==> src/rtl/adc_capture_pkg.sv <==
`default_nettype none
// ============================================================================
// Module      : adc_capture_pkg
// Description : Shared widths, packed-word layout and packer state encoding
//               for the ADC capture write path.
// Revision    : 1.0 - initial release
// ============================================================================
package adc_capture_pkg;

    localparam int SAMPLE_W   = 10;
    localparam int WORD_W     = 32;
    localparam int SLOTS      = 3;
    localparam int SLOT_IDX_W = $clog2(SLOTS);

    localparam logic [SLOT_IDX_W-1:0] LAST_SLOT = SLOT_IDX_W'(SLOTS - 1);

    localparam int OR_BIT    = 31;
    localparam int TRIG_BIT  = 30;
    localparam int SLOT0_LSB = 20;
    localparam int SLOT1_LSB = 10;
    localparam int SLOT2_LSB = 0;

    typedef enum logic [1:0] {
        ST_IDLE    = 2'd0,
        ST_CAPTURE = 2'd1,
        ST_DRAIN   = 2'd2,
        ST_DONE    = 2'd3
    } packer_state_t;

    function automatic logic [WORD_W-1:0] pack_word(
        input logic                or_flag,
        input logic                trig_flag,
        input logic [SAMPLE_W-1:0] s0,
        input logic [SAMPLE_W-1:0] s1,
        input logic [SAMPLE_W-1:0] s2
    );
        logic [WORD_W-1:0] w;
        w                          = '0;
        w[OR_BIT]                  = or_flag;
        w[TRIG_BIT]                = trig_flag;
        w[SLOT0_LSB +: SAMPLE_W]   = s0;
        w[SLOT1_LSB +: SAMPLE_W]   = s1;
        w[SLOT2_LSB +: SAMPLE_W]   = s2;
        return w;
    endfunction

endpackage
`default_nettype wire

==> src/rtl/packer_skid_fifo.sv <==
`default_nettype none
// ============================================================================
// Module      : packer_skid_fifo
// Description : Two-entry valid/ready buffer; a push while full is accepted
//               only when the head is leaving in the same cycle.
// Revision    : 1.0 - initial release
// ============================================================================
module packer_skid_fifo #(
    parameter int WIDTH = 32
) (
    input  logic             clk,
    input  logic             reset_n,
    input  logic             i_push_valid,
    input  logic [WIDTH-1:0] i_push_data,
    output logic             o_push_ready,
    output logic             o_pop_valid,
    output logic [WIDTH-1:0] o_pop_data,
    input  logic             i_pop_ready,
    output logic             o_full,
    output logic             o_empty
);

    logic [WIDTH-1:0] r_mem [2];
    logic             r_rd_ptr;
    logic             r_wr_ptr;
    logic [1:0]       r_count;

    logic w_push;
    logic w_pop;

    assign o_full       = (r_count == 2'd2);
    assign o_empty      = (r_count == 2'd0);
    assign o_pop_valid  = !o_empty;
    assign o_pop_data   = r_mem[r_rd_ptr];
    assign o_push_ready = !o_full || i_pop_ready;

    assign w_pop  = o_pop_valid && i_pop_ready;
    assign w_push = i_push_valid && o_push_ready;

    always_ff @(posedge clk or negedge reset_n) begin
        if (!reset_n) begin
            r_mem[0] <= '0;
            r_mem[1] <= '0;
            r_rd_ptr <= 1'b0;
            r_wr_ptr <= 1'b0;
            r_count  <= 2'd0;
        end else begin
            if (w_push) begin
                r_mem[r_wr_ptr] <= i_push_data;
                r_wr_ptr        <= ~r_wr_ptr;
            end
            if (w_pop) begin
                r_rd_ptr <= ~r_rd_ptr;
            end
            case ({w_push, w_pop})
                2'b10:   r_count <= r_count + 2'd1;
                2'b01:   r_count <= r_count - 2'd1;
                default: r_count <= r_count;
            endcase
        end
    end

endmodule
`default_nettype wire

==> src/rtl/adc_sample_packer.sv <==
`default_nettype none
// ============================================================================
// Module      : adc_sample_packer
// Description : Packs three 10-bit ADC samples per 32-bit word, counts the
//               capture against a latched length and drains to the DDR FIFO.
// Revision    : 1.0 - initial release
// ============================================================================
module adc_sample_packer
    import adc_capture_pkg::*;
#(
    parameter int CNT_W = 30
) (
    input  logic                clk,
    input  logic                reset_n,
    input  logic [SAMPLE_W-1:0] adc_data,
    input  logic                adc_or,
    input  logic                adc_trig,
    input  logic                capture_go,
    input  logic [CNT_W-1:0]    max_samples,
    output logic                capture_done,
    output logic [WORD_W-1:0]   word_data,
    output logic                word_valid,
    input  logic                word_ready,
    output logic                overflow,
    output logic [CNT_W-1:0]    samples_captured
);

    packer_state_t r_state;
    packer_state_t w_next_state;

    logic [CNT_W-1:0]      r_max;
    logic [CNT_W-1:0]      r_count;
    logic [SLOT_IDX_W-1:0] r_slot_idx;
    logic [SAMPLE_W-1:0]   r_slot0;
    logic [SAMPLE_W-1:0]   r_slot1;
    logic                  r_or;
    logic                  r_trig0;
    logic                  r_pend_valid;
    logic [WORD_W-1:0]     r_pend_word;
    logic                  r_overflow;

    logic                  w_start;
    logic                  w_take;
    logic                  w_last;
    logic                  w_emit;
    logic                  w_first_slot;
    logic [WORD_W-1:0]     w_word;
    logic                  w_push_ready;
    logic                  w_fifo_empty;
    logic                  w_fifo_full;

    assign w_start      = (r_state == ST_IDLE) && capture_go;
    assign w_take       = (r_state == ST_CAPTURE) && capture_go;
    assign w_last       = w_take && ((r_count + CNT_W'(1)) == r_max);
    assign w_emit       = w_take && ((r_slot_idx == LAST_SLOT) || w_last);
    assign w_first_slot = (r_slot_idx == '0);

    // Word as it would look if the current sample closed it; later slots zero.
    assign w_word = pack_word(
        w_first_slot ? adc_or   : (r_or | adc_or),
        w_first_slot ? adc_trig : r_trig0,
        w_first_slot ? adc_data : r_slot0,
        (r_slot_idx == SLOT_IDX_W'(1)) ? adc_data : (w_first_slot ? '0 : r_slot1),
        (r_slot_idx == LAST_SLOT) ? adc_data : '0
    );

    always_ff @(posedge clk or negedge reset_n) begin
        if (!reset_n) begin
            r_state <= ST_IDLE;
        end else begin
            r_state <= w_next_state;
        end
    end

    always_comb begin
        w_next_state = r_state;
        case (r_state)
            ST_IDLE: begin
                if (capture_go) begin
                    w_next_state = (max_samples == '0) ? ST_DONE : ST_CAPTURE;
                end
            end
            ST_CAPTURE: begin
                if (!capture_go) begin
                    w_next_state = ST_IDLE;
                end else if (w_last) begin
                    w_next_state = ST_DRAIN;
                end
            end
            ST_DRAIN: begin
                if (!capture_go) begin
                    w_next_state = ST_IDLE;
                end else if (w_fifo_empty && !r_pend_valid) begin
                    w_next_state = ST_DONE;
                end
            end
            ST_DONE: begin
                if (!capture_go) begin
                    w_next_state = ST_IDLE;
                end
            end
            default: w_next_state = ST_IDLE;
        endcase
    end

    // A closed word spends one cycle in the pending stage before entering the buffer.
    always_ff @(posedge clk or negedge reset_n) begin
        if (!reset_n) begin
            r_max        <= '0;
            r_count      <= '0;
            r_slot_idx   <= '0;
            r_slot0      <= '0;
            r_slot1      <= '0;
            r_or         <= 1'b0;
            r_trig0      <= 1'b0;
            r_pend_valid <= 1'b0;
            r_pend_word  <= '0;
            r_overflow   <= 1'b0;
        end else begin
            r_pend_valid <= w_emit;
            if (w_emit) begin
                r_pend_word <= w_word;
            end

            if (r_pend_valid && !w_push_ready) begin
                r_overflow <= 1'b1;
            end

            if (w_take) begin
                r_count <= r_count + CNT_W'(1);
                if (w_first_slot) begin
                    r_slot0 <= adc_data;
                    r_trig0 <= adc_trig;
                    r_or    <= adc_or;
                end else begin
                    r_or <= r_or | adc_or;
                end
                if (r_slot_idx == SLOT_IDX_W'(1)) begin
                    r_slot1 <= adc_data;
                end
                r_slot_idx <= w_emit ? '0 : (r_slot_idx + SLOT_IDX_W'(1));
            end

            if (w_start) begin
                r_max      <= max_samples;
                r_count    <= '0;
                r_slot_idx <= '0;
                r_overflow <= 1'b0;
            end
        end
    end

    packer_skid_fifo #(
        .WIDTH (WORD_W)
    ) u_fifo (
        .clk          (clk),
        .reset_n      (reset_n),
        .i_push_valid (r_pend_valid),
        .i_push_data  (r_pend_word),
        .o_push_ready (w_push_ready),
        .o_pop_valid  (word_valid),
        .o_pop_data   (word_data),
        .i_pop_ready  (word_ready),
        .o_full       (w_fifo_full),
        .o_empty      (w_fifo_empty)
    );

    assign capture_done     = (r_state == ST_DONE);
    assign overflow         = r_overflow;
    assign samples_captured = r_count;

    logic w_unused;
    assign w_unused = w_fifo_full;

endmodule
`default_nettype wire
==> config.mk <==
export PLATFORM = sky130hd
export DESIGN_NAME = adc_sample_packer
export DESIGN_NICKNAME = d
export VERILOG_FILES = /design/src/rtl/adc_capture_pkg.sv /design/src/rtl/packer_skid_fifo.sv /design/src/rtl/adc_sample_packer.sv
export SDC_FILE = /design/constraint.sdc
export NUM_CORES = 1
export LEC_CHECK = 0
export BUFFER_PORTS_ARGS = -buffer_cell sky130_fd_sc_hd__buf_2
export CORE_ASPECT_RATIO = 1.25
export CORE_UTILIZATION = 55
export DETAILED_ROUTE_END_ITERATION = 16
export GPL_TIMING_DRIVEN = 0
export PLACE_DENSITY = 0.84
export SYNTH_ARGS = -nofsm -noshare
export SYNTH_HDL_FRONTEND = slang
export SYNTH_SLANG_ARGS = --single-unit
==> constraint.sdc <==
create_clock -name clk -period 4.25 [get_ports clk]
set_input_delay 0.425 -clock clk [delete_from_list [all_inputs] [get_ports clk]]
set_output_delay 0.425 -clock clk [all_outputs]
set_load 0.005 [all_outputs]
### After elaboration in Yosys (flattened, before gate mapping)

Index checks and enable logic that the tools add are counted.

* register bits after elaboration: 188
* input bits: 46
* word-level logic and storage cells: 93

* multiplexer cells: 28
* equal/unequal tests: 13
* reductions and logical operators: 24
* magnitude comparators: 3
* bitwise logic cells: 5
* add/subtract/negate cells: 4

Operators with widths (number)
* 32-bit 2-to-1 mux: 4
* 64-bit bitwise mux: 1
* 30-bit 2-to-1 mux: 2
* 10-bit 2-to-1 mux: 4
* 32-bit demux with 1-bit select: 1
* 30-bit by 1-bit adder with 30-bit output, second input constant: 1
* 30-bit equality test: 1
* 30-bit zero test: 1
* 2-bit 2-to-1 mux: 10
* 2-bit equality test, second input constant: 5
* 1-bit logical AND: 9
* 2-bit case mux with 4 select lines: 1
* 2-bit by 1-bit equality test with 1-bit output, second input constant: 3
* 2-bit zero test: 3
* 3-bit != test, second input constant: 2
* 2-bit nonzero test: 3
* 2-bit by 1-bit adder with 2-bit output, second input constant: 2
* 2-bit greater-or-equal comparator, second input constant: 2
* 1-bit zero test: 4
* 1-bit 2-to-1 mux: 4
* 2-bit != test, second input constant: 2
* 1-bit NOT with 2-bit output: 2
* 2-bit case mux with 2 select lines: 1
* 4-bit AND reduction: 1
* other kinds (6): 8

### Longest topological paths before layout

Gate-level depths: netlist of run 1.

* word-level depth: 8
* mapped depth: 11
* mapped depth without buffers: 9

### Modules after synthesis

From an unflattened synthesis of run 1, not the netlist that was laid out.

* cell total of the unflattened synthesis: 813
* area, all modules: 9968.3 um2

Modules (own cells, without submodules)
* adc_sample_packer: times used 1, cells an instance 622, area each 6687.7 um2
* packer_skid_fifo: times used 1, cells an instance 191, area each 3280.6 um2

### Least setup slack after synthesis of run 1

No wires, ideal clock.

* kind: flip-flop to flip-flop
* start: reg r_count[0], in the netlist samples_captured[0]
* end: reg r_pend_word[13]
* stages on the path, launching flop included: 11
* arrival: 3.272 ns
* path slack: 0.853 ns
* required time: 4.125 ns
* cells stage by stage: dfrtp_1 > ha_1 > nand4_2 > nor4_2 > xnor2_1 > o21ai_0 > or4_1 > nor4_4 > o21ai_2 > buf_6 > mux2_4

* cells in the longest elaborated chain, start to end: 5

Ends and longest elaborated chain
* start, declared: RTL line adc_sample_packer.sv:32 `logic [CNT_W-1:0] r_count;`
* start signal, assigned: RTL line adc_sample_packer.sv:130 `r_count <= r_count + CNT_W'(1);`
* 30-bit by 1-bit adder with 30-bit output: RTL line adc_sample_packer.sv:54 `assign w_last = w_take && ((r_count + CNT_W'(1)) == r_max);`
* 30-bit equality test: RTL line adc_sample_packer.sv:54
* 1-bit logical AND: RTL line adc_sample_packer.sv:54
* 1-bit logical OR: RTL line adc_sample_packer.sv:55 `assign w_emit = w_take && ((r_slot_idx == LAST_SLOT) || w_last);`
* 1-bit logical AND: RTL line adc_sample_packer.sv:55
* end signal, assigned: RTL line adc_sample_packer.sv:122 `r_pend_word <= w_word;`
* end, declared: RTL line adc_sample_packer.sv:39 `logic [WORD_W-1:0] r_pend_word;`

No other way between the ends.
A chain may end at the register's enable or synchronous reset.

### Final worst setup path of run 1

* start: reg r_count[0], in the netlist samples_captured[0]
* end: reg r_pend_word[28]

Same word-level chain as after synthesis.

==> flow_metrics.tcl, run 1 <==
set metrics [dict create \
    synth-seq-area-share_pct 50.27 \
    comb_power_share_pct 24.4 \
    tns_ns 0 \
    final_core_util_pct 65.93 \
    num-fill-cells 1251 \
    synth-seq-cells 188 \
    cts_tree "done" \
    synth_nets 838 \
    swShare_pct 28.97 \
    ctsHtreeMaxLevel 4 \
    setup_violations 0 \
    drt_iter0_markers 345 \
    clk_path_buf_depth 2 \
    yosys-top-cells-area "dfrtp_1 50%, mux2_2 19%, mux2_4 2.9%" \
    insertion_delay_ns 0.44 \
    diodes 0 \
    path_clk_slew_ns 0.07 \
    finalNonFillerCells 1144 \
    start_util_pct 57.08 \
    finalHoldViolCount 0 \
    grt_pass1_wl_um 35780 \
    hpwl_um 16100 \
    place.gp.congestion 0.9185 \
    coreArea_mm2 0.01640 \
    clock_sinks 188 \
    grt_use_total_pct 26.47 \
    grt_max_degree 100 \
    num_rows 52 \
    power.leakage_nw 5.099 \
    p_int_w 0.003915 \
    portBuffers 110 \
    synth_commonest_cells "188 x dfrtp_1, 160 x mux2_2, 61 x nand2_1" \
    synth.avg_cell_area_um2 11.89 \
    die_h_um 147.8 \
    clockPowerShare_pct 29.1 \
    criticalPathCategory "register to register" \
    critPathMaxFanout 10 \
    synthToLayoutAreaGrowth_pct 15.51 \
    root_buffer "clkbuf_16" \
    rsz0062_at_grt "no" \
    max_clock_freq_mhz 250.7 \
    seqPwrFrac_pct 46.4 \
    pin_count 111 \
    critical_path.startpoint_type "register" \
    first_pass_iters 5 \
    slew_headroom_pct 50.36 \
    required_ns 4.57 \
    placed_cell_area_mm2 0.01022 \
    async_flop_share_pct 100.0 \
    wl_per_cell_um 19.23 \
    synth_cell_types 57 \
    drt_wl_total_um 22000 \
    synth_area_mm2 0.009359 \
    powerDensity_mw_per_mm2 509.9 \
    via_per_inst 5.861 \
    skew_ns 0.01252 \
    postRouteAntennaNets 0 \
    layout_min_cycle_time_ns 3.989 \
    synthFlopType "dfrtp_1" \
    max-cap-violations 0 \
    crit_path_end_kind "register" \
    irDropWorstVdd_mv 0.2763 \
    vias 6705 \
    cts_buffers 17 \
    synth_top_area_share_pct 50.27 \
    tightest_slew_ns 0.7447 \
    dieArea_mm2 0.01755 \
    nets 968 \
    hp-class "input port to async pin" \
    final_area_mm2 0.01081 \
    post-route-period-util_pct 93.85 \
    synth-edff-count 0 \
    die_width_um 118.7 \
    synth.most_common_cell "dfrtp_1" \
    final_max_slew_viol_count 0 \
    p_sw_w 0.001597 \
    antenna_found_initial 0 \
    drive_gt1_share_pct 36.42 \
    status "complete, no violations" \
    ys_warn_count 0 \
    finalPower_w 0.005512 \
    critPathArrivalTime_ns 4.30 \
    grt-ovfl-total 0 \
    drc 0 \
    dp_cells 1114 \
    syn_inst 787 \
    synth_top_area_cell "dfrtp_1" \
    grt_pass1_vias 6728 \
]
-- power by group through the flow --
stage,Sequential [W],Combinational [W],Clock (W)
global placement,0.00255,0.00131,0
floorplan,0.00248,0.000986,0
detailed placement,0.00259,0.00136,0
finish,0.00256,0.00135,0.00161
global route,0.00261,0.00148,0.00170
CTS,0.00255,0.00137,0.00163
-- cells in the final DEF (no fill, tap or decap), drive strengths merged, types with 3 or more instances in the layout --
master    synthesis  layout
a211oi            3       3
a21oi            23      23
a22o             27      27
a31oi             4       4
and3              6       6
and4              6       6
buf              14     125
clkbuf           36      53
clkinvlp          0       3
dfrtp           188     188
ha                5       5
inv              11      17
mux2            178     178
mux2i            10      10
nand2            61      61
nand2b            3       3
nand3            17      17
nand4            18      18
nor2             22      22
nor2b             4       4
nor3             20      20
nor3b             3       3
nor4             15      15
o21ai            33      33
o22ai             3       3
o31ai             7       7
or3               5       5
or4               3       3
xnor2            30      30
xor2             11      11
-- layer usage --
metal / global-route usage, % / vias up / share of wire [%]
met5: 0 / - / 0
met4: 10.76 / 0 / 2.8
met3: 4.707 / 36 / 4.7
met2: 46.64 / 229 / 52
met1: 32.03 / 3315 / 40
li1: - / 3125 / -
-- critical path, cell delays in order (launching register included) --
cell     delay, ns
dfrtp_1       0.60
ha_1          0.37
nand4_2       0.28
nor4_4        0.52
nand2_1       0.21
mux2i_1       0.20
or4b_1        0.53
nor4_4        0.42
o21ai_2       0.21
buf_6         0.22
mux2_4        0.31
-- sequential cells by signal (all words and copies together) (netlist names), 2 cells and up --
signal and count:
r_max 30, r_pend_word 32, r_slot0 10, r_slot1 10
r_slot_idx 2, r_state 2, samples_captured 30, u_fifo.r_count 2
u_fifo.r_mem 64
-- final timing paths --
check / startpoint / end / slack (ns) / cells after the start
setup reg to reg: samples_captured[0] / r_pend_word[28] / 0.26 / 10
setup / recovery: samples_captured[0] / r_pend_word[28] / 0.26 / 10
min in group clk: max_samples[5] / r_max[5] / 0.23 / 2
max in group asynchronous: reset_n / samples_captured[24] / 3.35 / 2
hold / removal: reset_n / u_fifo.r_mem[34] / 0.01 / 1
hold reg to reg: u_fifo.r_mem[31] / u_fifo.r_mem[31] / 0.49 / 2
-- area by class of cell --
type / count / area (um^2) / area share (%)
Sequential cell: 188 / 4705 / 43.52
Multi-Input combinational cell: 538 / 4403 / 40.73
Inverter: 11 / 41.29 / 0.3819
Timing Repair Buffer: 111 / 588.1 / 5.440
Clock buffer: 17 / 425.4 / 3.935
Buffer: 50 / 219.0 / 2.025
Tap cell: 216 / 270.3 / 2.500
Clock inverter: 13 / 158.9 / 1.470
-- cell families (layout without fill, tap and decap cells) --
kind of cell | count (synthesis) | count (layout) | synth area share [%]
AND/OR/NAND/NOR | 190 | 190 | 11.07
multiplexers | 188 | 188 | 23.21
flip-flops | 188 | 188 | 50.27
AO/OA/AOI/OAI | 114 | 114 | 8.169
buffers and inverters | 61 | 202 | 2.781
XOR/XNOR | 41 | 41 | 3.837
adder cells (fa/ha/maj) | 5 | 5 | 0.6684
-- metrics by stage --
stage	worst slack [ns]	hold slack, ns
final	0.2615	0.01168
after global placement	-0.2292	0.4649
after floorplan	0.8533	0.1294
after global routing	0.06959	0.07500
after CTS	0.007431	0.05065
after detailed placement	0.01568	0.4713
-- timing repair --
action	CTS	global route
setup buffers	0	0
gates resized for setup	0	1
hold buffers	0	0
setup endpoints to repair	0	29
Note: power is estimated with default switching activity, not from simulation.
==> inputs of run 2 (changes only) <==
--- a/config.mk
+++ b/config.mk
@@ -8,6 +8,7 @@
 export BUFFER_PORTS_ARGS = -buffer_cell sky130_fd_sc_hd__buf_2
 export CORE_ASPECT_RATIO = 1.25
 export CORE_UTILIZATION = 55
+export CTS_BUF_LIST = sky130_fd_sc_hd__clkbuf_2
 export DETAILED_ROUTE_END_ITERATION = 16
 export GPL_TIMING_DRIVEN = 0
 export PLACE_DENSITY = 0.84
==> run 2 against run 1 <==
  * Cell area grew 1.1%
  * Sequential power is essentially flat
  * First-iteration DRC count grew 14%
  * Worst hold slack gained 0.20 ns
  * Clock power shrank 42%
  * Die area is the same
  * Count of clock-buffer cells in the layout is the same
  * Clock skew grew 0.029 ns
  * Critical endpoint is now r_pend_word[6]
  * Largest cell class unchanged
==> flow_metrics.tcl, run 2 (synthesis results as in run 1) <==
set metrics [dict create \
    setup_violations 0 \
    finalHoldViolCount 0 \
    grt-ovfl-total 0 \
    drt_iter0_markers 395 \
    max-cap-violations 0 \
    fin_ws_ns 0.2588 \
    critical_path.startpoint_type "register" \
    cts_tree "done" \
    status "complete, no violations" \
    pin_count 111 \
    grt_pass1_wl_um 37360 \
    hp-class "input port to async pin" \
    placed_cell_area_mm2 0.01022 \
    irDropWorstVdd_mv 0.1911 \
    die_h_um 147.8 \
    dieArea_mm2 0.01755 \
    max_clock_freq_mhz 250.5 \
    num_rows 52 \
    dp_cells 1114 \
    cts_buffers 17 \
    final_area_mm2 0.01092 \
    drive_gt1_share_pct 34.84 \
    clock_sinks 188 \
    wl_per_cell_um 19.24 \
    top_usage_layer "met2" \
    critPathArrivalTime_ns 4.66 \
    final_max_slew_viol_count 0 \
    vias 6927 \
    critPathMaxFanout 10 \
    place_ws_ns 0.01568 \
    r2r_setup_slack_ns 0.26 \
    required_ns 4.92 \
    drc 0 \
    reg2regPathDepth 10 \
    hpwl_um 16100 \
    insertion_delay_ns 0.78 \
    via_per_inst 5.821 \
    first_pass_iters 5 \
    crit_path_end_kind "register" \
    final_cell_mix "187 x dfrtp_1, 160 x mux2_2, 113 x buf_2, 61 x nand2_1, 45 x dlygate4sd3_1" \
    nets 1013 \
    path_clk_slew_ns 0.26 \
    layout_min_cycle_time_ns 3.991 \
    multi_input_area_mm2 0.004403 \
    place.gp.congestion 0.9185 \
    finalNonFillerCells 1190 \
    skew_ns 0.04184 \
    tightest_slew_ns 0.7524 \
    die_width_um 118.7 \
    rr_endpoint "r_pend_word[6]" \
    grt_max_degree 100 \
    largest_reg_flops 64 \
    slew_headroom_pct 49.84 \
    powerDensity_mw_per_mm2 445.9 \
    drt_wl_total_um 22890 \
    regMostFlops "u_fifo.r_mem" \
    root_buffer "clkbuf_2" \
    reg_top3 "u_fifo.r_mem: 64 flops, r_pend_word: 32 flops" \
    postRouteAntennaNets 0 \
    post_cts_buffers 0 \
    antenna_found_initial 1 \
    rsz0062_at_grt "no" \
    grt_use_total_pct 27.57 \
    ctsHtreeMaxLevel 4 \
    grt_pass1_vias 7075 \
    post-route-period-util_pct 93.91 \
    reg2reg_from "samples_captured[1]" \
    met3_usage_pct 4.051 \
    coreArea_mm2 0.01640 \
    use_met1_pct 33.08 \
    power.leakage_nw 5.147 \
    start_util_pct 57.08 \
    use_met2_pct 49.47 \
    tns_ns 0 \
    hold_ws_ns 0.2160 \
    criticalPathCategory "register to register" \
    regArea_mm2 0.004706 \
    num-fill-cells 1217 \
    synthToLayoutAreaGrowth_pct 16.72 \
    clk_path_buf_depth 2 \
    layout_commonest_cell "dfrtp_1" \
    portBuffers 110 \
]
==> run 2: cell count changes in the layout (fill, tap and decap cells not counted), sizes merged <==
| cell | delta |
|---|---|
| diode | +1 |
| dlygate4sd3 | +45 |
==> run 2: timing repair <==
action | in CTS | in global routing
hold buffers | 45 | 0
pin swaps | 0 | 1
hold endpoints to repair | 167 | 0
endpoints found under the setup margin | 2 | 26
gates resized for setup | 1 | 1
==> run 2: worst max-delay path, stage by stage (launching register included) <==
cell	delay, ns
dfrtp_1	0.56
ha_1	0.36
nand4_2	0.29
nor4_4	0.59
xnor2_1	0.19
o21ai_0	0.15
or4_1	0.55
nor4_4	0.48
o21ai_2	0.21
buf_2	0.26
a22o_1	0.26
==> run 2: through the flow <==
step / total power, W / util (%)
finish: 0.004871 / 66.63
global route: 0.005136 / 66.63
floorplan: 0.003464 / -
detailed placement: 0.003944 / 62.32
CTS: 0.004893 / 66.61
global placement: 0.003856 / 62.09
==> run 2: metal layers <==
metal,routed length [um],part of all wire [%],vias up
met1,9250,40,3430
li1,-,-,3215
met4,757,3.3,0
met2,11910,52,233
met3,972,4.2,49
met5,0,0,-
==> run 2: worst max-delay path by stage <==
stage	startpoint	end	slack, ns	cells past startpoint
2_1_floorplan	samples_captured[0]	r_pend_word[13]	0.85	10
3_3_place_gp	reset_n	samples_captured[26]	-0.23	1
3_5_place_dp	samples_captured[0]	r_pend_word[28]	0.02	10
4_1_cts	samples_captured[0]	r_pend_word[6]	0.09	10
5_1_grt	samples_captured[1]	r_pend_word[6]	0.07	10
6_report	samples_captured[1]	r_pend_word[6]	0.26	10
==> run 2: power breakdown <==
group / total [W] / switching [W] / internal [W]
logic: 0.00138 / 0.000572 / 0.000811
registers: 0.00255 / 0.000308 / 0.00225
clock network: 0.000934 / 0.000651 / 0.000283
total: 0.00487 / 0.00153 / 0.00334
==> run 2: area by class of cell <==
class                   instances  area share, %
diodes                          1        0.02291
inverters                      11         0.3780
flip-flops and latches        188          43.08
multi-input cells             538          40.30
repair buffers                156          9.506
plain buffers                  50          2.004
well taps                     216          2.474
clock buffers                  17         0.7788
clock inverters                13          1.455
==> inputs of run 3 (changes only) <==
--- a/config.mk
+++ b/config.mk
@@ -14,4 +14,5 @@
 export PLACE_DENSITY = 0.84
 export SYNTH_ARGS = -nofsm -noshare
 export SYNTH_HDL_FRONTEND = slang
+export SYNTH_HIERARCHICAL = 1
 export SYNTH_SLANG_ARGS = --single-unit
==> run 3 against run 2 <==
  * Combinational power up 11%
  * Power up 2.6%
  * First-iteration DRC count up 19%
  * Synthesized cell count up 3.2%
  * Critical path type unchanged
  * Non-clock buffer count up 10
  * Clock power down 5.8%
==> flow_metrics.tcl, run 3 <==
set metrics [dict create \
    drive_gt1_share_pct 36.67 \
    wl_per_cell_um 20.22 \
    worstHoldPathCells 3 \
    insertion_delay_ns 0.79 \
    synth.avg_cell_area_um2 12.27 \
    dp_cells 1147 \
    irDropWorstVdd_mv 0.1780 \
    drt_wl_total_um 24730 \
    regMostFlops "u_fifo/r_mem" \
    ys_warn_count 6 \
    max-cap-violations 0 \
    hp-start "word_ready" \
    crit_path_end_kind "register" \
    clk_path_buf_depth 2 \
    setup_violations 0 \
    grt-ovfl-total 0 \
    pin_count 111 \
    first_pass_iters 5 \
    comb_power_share_pct 30.7 \
    die_h_um 152.5 \
    p_int_w 0.003401 \
    syn_inst 812 \
    required_ns 4.92 \
    clock_sinks 188 \
    fin_ws_ns 0.3297 \
    coreArea_mm2 0.01757 \
    final_max_slew_viol_count 0 \
    post-route-period-util_pct 92.24 \
    root_buffer "clkbuf_2" \
    status "complete, no violations" \
    num_rows 54 \
    drt_iter0_markers 472 \
    nets 1037 \
    cts_buffers 17 \
    dieArea_mm2 0.01865 \
    finalHoldViolCount 0 \
    start_util_pct 56.70 \
    criticalPathCategory "register to register" \
    postRouteAntennaNets 0 \
    rsz0062_at_grt "no" \
    synth_area_mm2 0.009960 \
    reg_top3 "u_fifo/r_mem: 64 flops, r_pend_word: 32 flops" \
    clockPowerShare_pct 17.6 \
    grt_pass1_wl_um 39610 \
    critPathArrivalTime_ns 4.59 \
    seqPwrFrac_pct 51.7 \
    grt_use_total_pct 27.76 \
    reg2reg_from "samples_captured[0]" \
    r2r_setup_slack_ns 0.33 \
    placed_cell_area_mm2 0.01083 \
    hpwl_um 17480 \
    layout_min_cycle_time_ns 3.920 \
    post_cts_buffers 0 \
    final_area_mm2 0.01149 \
    drc 0 \
    layout_commonest_cell "dfrtp_1" \
    rr_endpoint "r_pend_word[21]" \
    critical_path.startpoint_type "register" \
    grt_max_degree 128 \
    synth_nets 863 \
    whs_endpoint "u_fifo/r_rd_ptr" \
    place.gp.congestion 0.9351 \
    portBuffers 110 \
    path_clk_slew_ns 0.25 \
    via_per_inst 5.915 \
    hp-class "input port to register" \
    synthToLayoutAreaGrowth_pct 15.40 \
    num-fill-cells 1358 \
    antenna_found_initial 1 \
    largest_reg_flops 64 \
    critPathMaxFanout 10 \
    tightest_slew_ns 0.8995 \
    max_clock_freq_mhz 255.1 \
    cts_hold_buf 44 \
    finalNonFillerCells 1223 \
    final_cell_mix "188 x dfrtp_1, 126 x buf_2, 105 x mux2_2, 78 x mux2_4, 56 x nand2_1" \
    grt_pass1_vias 7379 \
    powerDensity_mw_per_mm2 434.7 \
    place_ws_ns 0.4508 \
    slew_headroom_pct 39.48 \
    skew_ns 0.04552 \
    die_width_um 122.4 \
    vias 7234 \
    p_sw_w 0.001595 \
    swShare_pct 31.92 \
    hold_ws_ns 0.04811 \
    reg2regPathDepth 10 \
    post_cts_resized 0 \
    tns_ns 0 \
    ctsHtreeMaxLevel 4 \
    power.leakage_nw 5.457 \
    cts_tree "done" \
]
==> run 3: cell type report <==
class | count | area (um^2) | area share [%]
Clock buffer | 18 | 90.09 | 0.7838
Inverter | 11 | 41.29 | 0.3592
Clock inverter | 13 | 132.6 | 1.154
Sequential cell | 188 | 4705 | 40.93
Timing Repair Buffer | 155 | 1028 | 8.948
Antenna cell | 1 | 2.502 | 0.02177
Buffer | 61 | 392.9 | 3.418
Multi-Input combinational cell | 552 | 4821 | 41.94
Tap cell | 224 | 280.3 | 2.439
==> run 3: power by group through the flow <==
stage	clock network, W	registers [W]	logic [W]
floorplan	0	0.00249	0.00111
global placement	0	0.00257	0.00145
detailed placement	0	0.00262	0.00150
CTS	0.000895	0.00258	0.00155
global route	0.000972	0.00264	0.00167
finish	0.000880	0.00258	0.00153
==> run 3: metrics by stage <==
step           utilization, %  power [W]
5_1_grt                 65.43   0.005273
2_1_floorplan               -   0.003605
3_3_place_gp            61.42   0.004020
3_5_place_dp            61.64   0.004119
6_report                65.43   0.004996
4_1_cts                 65.41   0.005020
==> run 3: worst max-delay path by stage <==
| stage | start | endpoint | slack [ns] | cells past startpoint |
|---|---|---|---|---|
| global placement | reset_n | r_max[15] | -0.20 | 1 |
| CTS | samples_captured[0] | r_pend_word[21] | 0.38 | 10 |
| detailed placement | samples_captured[0] | r_pend_word[21] | 0.45 | 10 |
| floorplan | samples_captured[0] | r_pend_word[13] | 1.20 | 10 |
| finish | samples_captured[0] | r_pend_word[21] | 0.33 | 10 |
| global route | samples_captured[0] | r_pend_word[20] | 0.13 | 10 |
==> run 3: metal layers <==
| layer | track usage, % | vias up | share of wire [%] |
|---|---|---|---|
| li1 | - | 3315 | - |
| met4 | 9.872 | 0 | 2.8 |
| met5 | 0 | - | 0 |
| met2 | 49.12 | 247 | 53 |
| met1 | 33.26 | 3628 | 39 |
| met3 | 4.940 | 44 | 4.6 |
==> run 3: critical path: stages, from the launching register on <==
cell	delay (ns)
dfrtp_1	0.53
ha_1	0.31
nand4_1	0.39
nor4_2	0.72
and4_1	0.27
nor4_1	0.05
a211oi_1	0.37
nor4b_4	0.42
o21ai_2	0.22
buf_6	0.23
mux2_4	0.31
